--- src/rtl/i2c_slave_regport.sv ---
// I2C target with a register pointer: burst writes/reads into a host-side register bank,
// address/range NACKs and a split open-drain SDA (SDA_OE pulls the line low).
module i2c_slave_regport #(
    parameter logic [6:0] SLAVE_ADDR  = 7'h23,
    parameter int         NUM_REGS    = 16,
    parameter bit         AUTO_INC    = 1'b1,
    parameter int         SYNC_STAGES = 2
) (
    input  logic       SYSTEM_CLK,
    input  logic       RESET,
    input  logic       SCL,
    input  logic       SDA_IN,
    output logic       SDA_OE,
    output logic [7:0] RD_ADDR,
    input  logic [7:0] RD_DATA,
    output logic       WR_EN,
    output logic [7:0] WR_ADDR,
    output logic [7:0] WR_DATA,
    output logic       BUSY,
    output logic       XFER_DONE
);

    typedef enum logic [3:0] {
        IDLE, ADDR, ADDR_ACK, REG, REG_ACK, WDATA, WDATA_ACK, RDATA, RDATA_ACK, WAIT_STOP
    } state_t;

    localparam logic [8:0] NUM_REGS_W = 9'(NUM_REGS);

    logic [SYNC_STAGES-1:0] scl_sync_reg, sda_sync_reg;
    logic       scl_prev_reg, sda_prev_reg;
    state_t     state_reg, state_next;
    logic [3:0] bit_cnt_reg, bit_cnt_next;
    logic [7:0] rx_reg, rx_next;
    logic [6:0] tx_reg, tx_next;
    logic [7:0] ptr_reg, ptr_next;
    logic       rw_reg, rw_next;
    logic       mack_reg, mack_next;
    logic       sda_oe_reg, sda_oe_next;
    logic       busy_reg, busy_next;
    logic       done_reg, done_next;
    logic       wr_en_reg, wr_en_next;
    logic [7:0] wr_addr_reg, wr_addr_next;
    logic [7:0] wr_data_reg, wr_data_next;

    logic scl_s, sda_s, scl_rise, scl_fall, start_evt, stop_evt;
    logic bit_done, addr_match, rx_in_range, ptr_in_range;
    logic [7:0] ptr_inc, load_byte;

    assign scl_s     = scl_sync_reg[SYNC_STAGES-1];
    assign sda_s     = sda_sync_reg[SYNC_STAGES-1];
    assign scl_rise  = scl_s & ~scl_prev_reg;
    assign scl_fall  = ~scl_s & scl_prev_reg;
    assign start_evt = scl_s & scl_prev_reg & sda_prev_reg & ~sda_s;
    assign stop_evt  = scl_s & scl_prev_reg & ~sda_prev_reg & sda_s;

    assign bit_done     = (bit_cnt_reg == 4'd8);
    assign addr_match   = (rx_reg[7:1] == SLAVE_ADDR);
    assign rx_in_range  = ({1'b0, rx_reg} < NUM_REGS_W);
    assign ptr_in_range = ({1'b0, ptr_reg} < NUM_REGS_W);
    // The pointer sticks at 8'hFF instead of wrapping back into the valid range
    assign ptr_inc      = (ptr_reg == 8'hFF) ? ptr_reg : ptr_reg + 8'd1;
    assign load_byte    = ptr_in_range ? RD_DATA : 8'hFF;

    always_ff @(posedge SYSTEM_CLK) begin
        if (RESET) begin
            scl_sync_reg <= '1;
            sda_sync_reg <= '1;
            scl_prev_reg <= 1'b1;
            sda_prev_reg <= 1'b1;
            state_reg    <= IDLE;
            bit_cnt_reg  <= '0;
            rx_reg       <= '0;
            tx_reg       <= '1;
            ptr_reg      <= '0;
            rw_reg       <= 1'b0;
            mack_reg     <= 1'b1;
            sda_oe_reg   <= 1'b0;
            busy_reg     <= 1'b0;
            done_reg     <= 1'b0;
            wr_en_reg    <= 1'b0;
            wr_addr_reg  <= '0;
            wr_data_reg  <= '0;
        end else begin
            scl_sync_reg <= {scl_sync_reg[SYNC_STAGES-2:0], SCL};
            sda_sync_reg <= {sda_sync_reg[SYNC_STAGES-2:0], SDA_IN};
            scl_prev_reg <= scl_s;
            sda_prev_reg <= sda_s;
            state_reg    <= state_next;
            bit_cnt_reg  <= bit_cnt_next;
            rx_reg       <= rx_next;
            tx_reg       <= tx_next;
            ptr_reg      <= ptr_next;
            rw_reg       <= rw_next;
            mack_reg     <= mack_next;
            sda_oe_reg   <= sda_oe_next;
            busy_reg     <= busy_next;
            done_reg     <= done_next;
            wr_en_reg    <= wr_en_next;
            wr_addr_reg  <= wr_addr_next;
            wr_data_reg  <= wr_data_next;
        end
    end

    always_comb begin
        state_next = state_reg;
        if (start_evt) begin
            state_next = ADDR;
        end else if (stop_evt) begin
            state_next = IDLE;
        end else if (scl_fall) begin
            case (state_reg)
                ADDR:      if (bit_done) state_next = addr_match ? ADDR_ACK : WAIT_STOP;
                ADDR_ACK:  state_next = rw_reg ? RDATA : REG;
                REG:       if (bit_done) state_next = rx_in_range ? REG_ACK : WAIT_STOP;
                REG_ACK:   state_next = WDATA;
                WDATA:     if (bit_done) state_next = ptr_in_range ? WDATA_ACK : WAIT_STOP;
                WDATA_ACK: state_next = WDATA;
                RDATA:     if (bit_done) state_next = RDATA_ACK;
                RDATA_ACK: state_next = mack_reg ? WAIT_STOP : RDATA;
                default:   state_next = state_reg;
            endcase
        end
    end

    always_comb begin
        bit_cnt_next = bit_cnt_reg;
        rx_next      = rx_reg;
        tx_next      = tx_reg;
        ptr_next     = ptr_reg;
        rw_next      = rw_reg;
        mack_next    = mack_reg;
        sda_oe_next  = sda_oe_reg;
        busy_next    = busy_reg;
        done_next    = 1'b0;
        wr_en_next   = 1'b0;
        wr_addr_next = wr_addr_reg;
        wr_data_next = wr_data_reg;
        if (start_evt) begin
            bit_cnt_next = '0;
        end else if (stop_evt) begin
            sda_oe_next = 1'b0;
            busy_next   = 1'b0;
            done_next   = busy_reg;
        end else if (scl_rise) begin
            if ((state_reg == ADDR || state_reg == REG || state_reg == WDATA ||
                 state_reg == RDATA) && !bit_done)
                bit_cnt_next = bit_cnt_reg + 4'd1;
            if (state_reg == ADDR || state_reg == REG || state_reg == WDATA)
                rx_next = {rx_reg[6:0], sda_s};
            if (state_reg == RDATA_ACK)
                mack_next = sda_s;
        end else if (scl_fall) begin
            case (state_reg)
                ADDR: begin
                    sda_oe_next = 1'b0;
                    if (bit_done) begin
                        bit_cnt_next = '0;
                        sda_oe_next  = addr_match;
                        busy_next    = addr_match;
                        if (addr_match) rw_next = rx_reg[0];
                    end
                end
                ADDR_ACK: begin
                    bit_cnt_next = '0;
                    sda_oe_next  = 1'b0;
                    if (rw_reg) begin
                        tx_next     = load_byte[6:0];
                        sda_oe_next = ~load_byte[7];
                    end
                end
                REG: if (bit_done) begin
                    bit_cnt_next = '0;
                    sda_oe_next  = rx_in_range;
                    if (rx_in_range) ptr_next = rx_reg;
                end
                REG_ACK, WDATA_ACK, WAIT_STOP: begin
                    bit_cnt_next = '0;
                    sda_oe_next  = 1'b0;
                end
                WDATA: if (bit_done) begin
                    bit_cnt_next = '0;
                    sda_oe_next  = ptr_in_range;
                    if (ptr_in_range) begin
                        wr_en_next   = 1'b1;
                        wr_addr_next = ptr_reg;
                        wr_data_next = rx_reg;
                        if (AUTO_INC) ptr_next = ptr_inc;
                    end
                end
                RDATA: begin
                    // Advance the pointer as soon as a byte is out, giving RD_DATA
                    // the whole ACK bit to settle before the next reload
                    if (bit_done) begin
                        bit_cnt_next = '0;
                        sda_oe_next  = 1'b0;
                        if (AUTO_INC) ptr_next = ptr_inc;
                    end else begin
                        sda_oe_next = ~tx_reg[6];
                        tx_next     = {tx_reg[5:0], 1'b1};
                    end
                end
                RDATA_ACK: begin
                    sda_oe_next = 1'b0;
                    if (!mack_reg) begin
                        tx_next     = load_byte[6:0];
                        sda_oe_next = ~load_byte[7];
                    end
                end
                default: sda_oe_next = 1'b0;
            endcase
        end
    end

    assign SDA_OE    = sda_oe_reg;
    assign RD_ADDR   = ptr_reg;
    assign WR_EN     = wr_en_reg;
    assign WR_ADDR   = wr_addr_reg;
    assign WR_DATA   = wr_data_reg;
    assign BUSY      = busy_reg;
    assign XFER_DONE = done_reg;

endmodule

--- config.mk ---
export PLATFORM = sky130hd
export DESIGN_NAME = i2c_slave_regport
export DESIGN_NICKNAME = d
export VERILOG_FILES = /design/src/rtl/i2c_slave_regport.sv
export SDC_FILE = /design/constraint.sdc
export NUM_CORES = 1
export LEC_CHECK = 0
export ABC_AREA = 1
export CORE_ASPECT_RATIO = 0.7
export CORE_MARGIN = 4
export CORE_UTILIZATION = 42
export CTS_CLUSTER_DIAMETER = 80
export DETAILED_ROUTE_END_ITERATION = 6
export PLACE_DENSITY_LB_ADDON = 0.2
export SYNTH_ARGS = -nofsm -noshare
export SYNTH_HDL_FRONTEND = slang
export SYNTH_SLANG_ARGS = --single-unit
--- constraint.sdc ---
create_clock -name SYSTEM_CLK -period 2.9 [get_ports SYSTEM_CLK]
set_input_delay 0.725 -clock SYSTEM_CLK [delete_from_list [all_inputs] [get_ports SYSTEM_CLK]]
set_output_delay 0.725 -clock SYSTEM_CLK [all_outputs]
set_load 0.005 [all_outputs]
==> summary by stage, run 1 <==
Run status
The flow ran to the end, and the final reports show no timing, DRC or antenna violations.

Timing
The highest clock frequency the design can meet is 468.8 MHz. Of the available clock period, the critical path in the final layout requires 0.7356. For the pin with the worst max-slew slack, the measured transition is 485.8 ps.

The final count of hold timing violations is 0. The worst path needs 2133 ps of the cycle, external delays included. Setup violations remaining at the end of the flow were counted as 0. In this run the tightest slew margin relative to its limit is 0.6752. The final total negative setup slack is 0 ps. The clock tree skew after final layout is 8.758 ps. Setup repair after global routing left no endpoint under its margin. The final count of pins violating max slew is 0.

Layout
Compared with the post-synthesis result, the final layout area differs by 22.17%. The number of antenna diodes is 0. Measured on the finished design, the core utilization comes to 0.5251. For this run, the post-layout net count is 524. The fraction of layout instances using a drive strength above 1 is 0.1252. The finished cells cover 0.003826 mm2.

Drt
The first-iteration detailed-routing DRC count is 216. The number of iterations in the first detailed-routing pass is 4. The routed design has 7805 um of wire. The post-route DRC violation count is 0. The count of nets left with antenna violations once routing finished came out at 0.

The detailed router placed 3,097 vias in this run. The average detailed-routed wire length per instance is 12.82 um. Using the TritonRoute via totals, the vias-per-cell ratio works out to 5.085.

Yosys
The area of the mapped netlist is 0.003132 mm2. The yosys synthesis warning count is 0. The total of flip-flops plus latches after synthesis is 59. The number of enable-type register cells in the synthesized netlist is 0. In the synthesized netlist the async set-or-reset flop fraction comes to 0.

The portion of synthesized cell area occupied by the leading cell type is 0.3771. Of the synthesized area, sequential elements account for 0.3771. The most frequently used flop master after synthesis is sky130_fd_sc_hd__dfxtp_1. Sorting the synthesized cells by area gives the leading types as sky130_fd_sc_hd__dfxtp_1 38%, sky130_fd_sc_hd__nand2_1 15%, sky130_fd_sc_hd__nor2_1 6.5%.

Sorting the synthesized cells by how often they occur yields 128 x sky130_fd_sc_hd__nand2_1, 59 x sky130_fd_sc_hd__dfxtp_1, 54 x sky130_fd_sc_hd__nor2_1. In the synthesized netlist, the number of instances is 465. The number of distinct library cell variants in the gate-level netlist after synthesis is 34. The number of nets in the synthesized netlist is 483. Among all cell types in the netlist, the one instantiated most often is sky130_fd_sc_hd__nand2_1. The largest total area in the synthesized netlist belongs to sky130_fd_sc_hd__dfxtp_1. The mean instance size in the synthesized netlist is 6.735 um2.

Setup path
The critical path goes through clkdlybuf4s50_1. In this run the critical register-to-register path is captured at tx_reg[3]. The source of the critical timing path is RD_ADDR[5].

The origin of the critical flop-to-flop path is scl_sync_reg[1]. For the worst setup path, the data required time is 2170 ps. The library cell contributing the largest single delay on the critical path is sky130_fd_sc_hd__clkdlybuf4s50_1.

Along the worst path, the maximum fanout reaches 9. The worst setup path is of the flop to output port kind. STA classifies the critical path startpoint as a flop. The category of cells accounting for the largest share of critical-path delay is buffers and inverters. In this design, the stage delay of the slowest critical-path cell is 570 ps. STA puts the critical path data arrival time at 1410 ps. For the worst flop-to-flop path, the logic depth is 11. The worst-case register-to-register setup slack is 830 ps.

The combined buffer and inverter count along the critical path is 1. The element type at the critical path end is an output port.

Floorplanning
The initial utilization of the core area, before any placement, comes to 0.4298. Measured along the x axis, the die boundary spans 111.2 um. The number of top-level pins is 40. The die is 80.25 um tall. The floorplan step defined a die boundary enclosing 0.008924 mm2. The core footprint is 0.007287 mm2. The floorplan has 26 rows.

Place
Routability-driven placement finished with a final weighted congestion of 0.9162. The placed instances occupy a cell area of 0.003600 mm2. The post-DP HPWL is 5717 um. The number of port buffers is 39.

Global route
Entering global routing, the biggest net connects 37 pins. The number of global-route vias before repair is 2,709. The global-route congestion overflow total is 0.

For this run, the total global-route usage over all layers was measured as 0.1792. The number of antenna violations at the first check in global routing came to 0. The first global-routing pass estimated 12,850 um of wire.

Power and ir drop
The power per cell area is 467.0 mW/mm2. The highest ir drop seen on vdd is 0.2102 mV. In this run the static leakage power is 1.675 nW.

The power share of the combinational group is 0.060. The total internal power is 1.367 mW. The net switching fraction of the power is 0.2352. The fraction of power consumed by sequential logic is 0.462. Overall power consumption after layout is estimated at 1.787 mW.

Summed over all nets, the switching power comes to 0.4203 mW. The share of total power dissipated in the clock network is 0.478.

Hold path
The instance count along the most critical hold path is 1. The startpoint identified for the worst hold timing path is scl_sync_reg[0]. The path type of the worst min-delay path is flop to flop.

For hold timing, the worst endpoint is scl_sync_reg[1].

CTS
Counting every sink on the clock net gives 59. The clock passes through at most 2 buffers. The TritonCTS buffer count is 9. TritonCTS built the clock tree. The clock tree root driver cell is sky130_fd_sc_hd__clkbuf_8. The total of hold buffers inserted after clock tree synthesis is 0. After clock tree synthesis, the repair step resized 0 gates. The clock input transition at the sequential cells of the worst setup and hold paths is 70 ps. The number of post-CTS setup repair buffers is 0. For the worst-skew pair, the clock arrives at the later sink with an insertion delay of 340 ps. The number of H-tree branching levels is 3.

Run
Max-cap violations in this run came to 0.
kinds of logic after synthesis:
logic type      count (synthesis)  synth area share
compound gates                 78            0.1426
xor+xnor                        2          0.005594
fa+ha+maj                       6           0.02397
buf+inv                        64           0.08390
flops                          59            0.3771
simple gates                  256            0.3668
worst max-delay path by stage:
stage	end	slack, ps	cells after the start
CTS	RD_ADDR[5]	740	1
finish	RD_ADDR[5]	770	1
detailed placement	tx_reg[3]	850	11
global route	WR_DATA[2]	550	9
floorplan	tx_reg[0]	1210	12
global placement	tx_reg[6]	920	11
metal layers:
layer / track usage / wire length, um
met5: 0 / 0
met1: 0.2461 / 4017
met3: 0.05648 / 525
met4: 0.07047 / 138
met2: 0.2605 / 3124
area by class of cell:
type                    instances  area (um2)
flip-flops and latches         59        1181
clock inverters                 6       88.84
inverters                      52       195.2
clock buffers                  10       137.6
fillers                       736        3461
repair buffers                 42       412.9
well taps                      98       122.6
multi-input cells             342        1688
placed cells by master, fill, tap and decap left out, drive strengths merged, types with 4 or more instances in the layout:
master and n:
nand2 133, a21oi 37, nand3 33, inv 52, nand4 8, nor3 6
o21ai 35, dfxtp 59, nor2 62, ha 6, or2 6, and3 4
clkbuf 10, clkdlybuf4s50 39
power groups by stage:
stage               Combinational [mW]  Clock (mW)  Sequential, mW
floorplan                       0.0727           0           0.840
global placement                 0.105           0           0.844
detailed placement               0.105           0           0.844
CTS                              0.106       0.876           0.826
global route                     0.121       0.913           0.826
finish                           0.107       0.854           0.826
stage by stage:
stage	setup slack, ps	hold WS [ps]	std cells
finish	766.8	407.9	609
global route	548.7	418.8	609
detailed placement	850.1	396.0	593
floorplan	1205	389.5	465
global placement	920.0	396.3	593
CTS	744.4	412.4	609
(Power assumes the default switching activity.)
==> run 2, diff against run 1 <==
==> constraint.sdc (replaced) <==
create_clock -name SYSTEM_CLK -period 2.2 [get_ports SYSTEM_CLK]
set_input_delay 0.55 -clock SYSTEM_CLK [delete_from_list [all_inputs] [get_ports SYSTEM_CLK]]
set_output_delay 0.55 -clock SYSTEM_CLK [all_outputs]
set_load 0.005 [all_outputs]
==> summary by stage, run 2 (same netlist as run 1, synthesis figures left out) <==
Layout
Relative to the synthesized area, the layout overhead comes to 23.93%. The fraction of layout instances using a drive strength above 1 is 0.1393. The number of antenna diodes is 0. Leaving out fill and tap cells, the most frequent cells in the layout are 128 x sky130_fd_sc_hd__nand2_1, 59 x sky130_fd_sc_hd__dfxtp_1, 54 x sky130_fd_sc_hd__nor2_1. Leaving out fill and tap cells, the most frequent cell in the layout is sky130_fd_sc_hd__nand2_1. In the final design database the tool counted 530 nets.

Setup path
The critical path goes through inv_1 -> ha_1 -> inv_1 -> nand2_1 -> nor2_1 -> nand2_1 -> inv_1 -> nand2_1 -> nor2_4 -> inv_2 -> nand2_1 -> nand3_1. At the worst endpoint, the required time is 2410 ps. The number of cells on the worst reg-to-reg path is 12. The critical path ends at tx_reg[3]. The worst register-to-register path ends at tx_reg[3]. The library cell contributing the largest single delay on the critical path is sky130_fd_sc_hd__dfxtp_1. In this design, the critical path's most frequently occurring cell is sky130_fd_sc_hd__nand2_1. The source of the critical timing path is scl_prev_reg. The launching element type of the critical path is a flop. The arrival time of the worst setup path is 2190 ps. On the worst path, the slowest cell contributes a delay of 360 ps. STA classifies the critical path endpoint as a flop. The worst-case register-to-register setup slack is 220 ps.

The critical path is of the flop to flop type. In this run the worst path has a maximum fanout of 7. The worst register-to-register path begins at scl_prev_reg.

Timing
The clock tree skew after final layout is 10.87 ps. Timing would allow up to 504.3 MHz. The final cycle utilization of the critical path is 0.9013. The final count of hold timing violations was 0.

The final critical path time including I/O delays and setup is 1983 ps. Setup violations remaining at the end of the flow were counted as 0. Setup repair after global routing left no endpoint under its margin.

Hold timing on the final database bottoms out at a slack of 411.3 ps. The final count of pins violating max slew is 0. The relative max-transition margin is 0.7360. For the pin with the worst max-slew slack, the measured transition is 394.5 ps.

Adding up every negative setup slack in the final design gives 0 ps.

Global route
The number of global-route vias before repair came to 2,870. The pin count of the biggest net entering global routing is 37. Across every metal layer, demand over resource in global routing totals 0.1883. The number of antenna violations at the first check in global routing is 0. The global-route congestion overflow total is 0.

The first global-routing pass estimated 13,600 um of wire.

Drt
The post-route DRC violation count is 0. The via count normalized by instance count is 5.075. The total via count after detailed routing is 3,121. For this run, the detailed router's first-pass iteration total came to 5. Once detail routing completed, the nets flagged for antenna violations numbered 0.

The average detailed-routed wire length per instance is 12.82 um. The first-iteration detailed-routing DRC count is 199. The final wirelength is 7886 um.

Floorplanning
The initialized floorplan defines 26 standard-cell rows. The number of top-level pins is 40. The die is 111.2 um wide. The die is 80.25 um tall. The core region is 0.007287 mm2.

The effective utilization at floorplan is 0.4298. The die covers 0.008924 mm2.

Place
The wire-length estimate of the detail-placed layout is 5807 um. Input and output buffers added on the ports amount to 39. The last weighted congestion value of the routability-driven placer is 0.9364.

Power and ir drop
The highest ir drop seen on vdd is 0.3342 mV. Power spread over the standard cell area amounts to 609.3 mW/mm2. For this design the static power due to leakage is 1.705 nW. The total chip power is 2.365 mW.

CTS
Clock tree synthesis inserted a total of 9 buffers. The maximum clock path buffer count is 2. The clock latency reported for the late side of the worst-skew pair is 340 ps. The clock tree synthesis step divided the H-tree into 3 levels. Clock-pin slew was measured on the worst setup and hold paths at 70 ps.

The CTS tree is done. The tree built by TritonCTS fans out to 59 sinks. The clock tree root driver cell is sky130_fd_sc_hd__clkbuf_8.

Run
Across the run, the number of max-cap violations was 0.

Run status
The run finished with clean final reports.

Hold path
The path type of the worst min-delay path is flop to flop.
[run 2: changes by cell type in the layout (fill, tap and decap cells not counted)]
cell / delta
sky130_fd_sc_hd__nand3_2: +2
sky130_fd_sc_hd__nand3_1: -2
sky130_fd_sc_hd__buf_4: +6
[run 2: worst min-delay path by stage]
stage	startpoint	end	slack, ps	cells after the start
after detailed placement	scl_sync_reg[0]	scl_sync_reg[1]	400	1
after global placement	scl_sync_reg[0]	scl_sync_reg[1]	400	1
after floorplan	scl_sync_reg[0]	scl_sync_reg[1]	390	1
after global routing	sda_sync_reg[0]	sda_sync_reg[1]	430	1
after CTS	scl_sync_reg[0]	scl_sync_reg[1]	410	1
final	scl_sync_reg[0]	scl_sync_reg[1]	410	1
[run 2: power by group]
| part | leakage, nW | switching, mW | internal [mW] |
|---|---|---|---|
| Combinational | 1.12 | 0.0863 | 0.0576 |
| Clock | 0.108 | 0.465 | 0.668 |
| Sequential | 0.477 | 0.0103 | 1.08 |
[run 2: critical path, delay by kind of cell (launching register included)]
family                     cells  cell delay, ps
DFF                            1             360
and+or+nand+nor                7             780
adders and majority gates      1             280
buffers and inverters          4             440
[run 2: through the flow]
| step | area [um2] | utilization | cells | worst slack [ps] |
|---|---|---|---|---|
| after detailed placement | 3622 | 0.4971 | 596 | 230.6 |
| after CTS | 3849 | 0.5282 | 612 | 211.2 |
| final | 3881 | 0.5326 | 615 | 217.0 |
| after floorplan | 3132 | - | 465 | 505.5 |
| after global routing | 3881 | 0.5326 | 615 | 26.44 |
| after global placement | 3622 | 0.4971 | 596 | 318.2 |
[run 2: what timing repair did]
action                                  4_1_cts  5_1_grt
resized for setup                             0        2
hold buffers                                  0        0
setup buffers                                 0        3
endpoints found under the setup margin        0        4
[run 2: metal layers]
metal  part of all wire  track usage  up-vias  wire [um]
met5                  0            0        -          0
met4              0.011      0.05103        0         85
met3              0.083      0.06551       10        657
met2               0.41       0.2846      102       3243
met1               0.49       0.2553     1414       3900
li1                   -            -     1595          -
[run 2: final cells by class]
type | count | area, um2
Inverter | 52 | 195.2
Sequential cell | 59 | 1181
Fill cell | 731 | 3406
Tap cell | 98 | 122.6
Timing Repair Buffer | 48 | 457.9
Multi-Input combinational cell | 342 | 1698
Clock inverter | 6 | 88.84
Clock buffer | 10 | 137.6
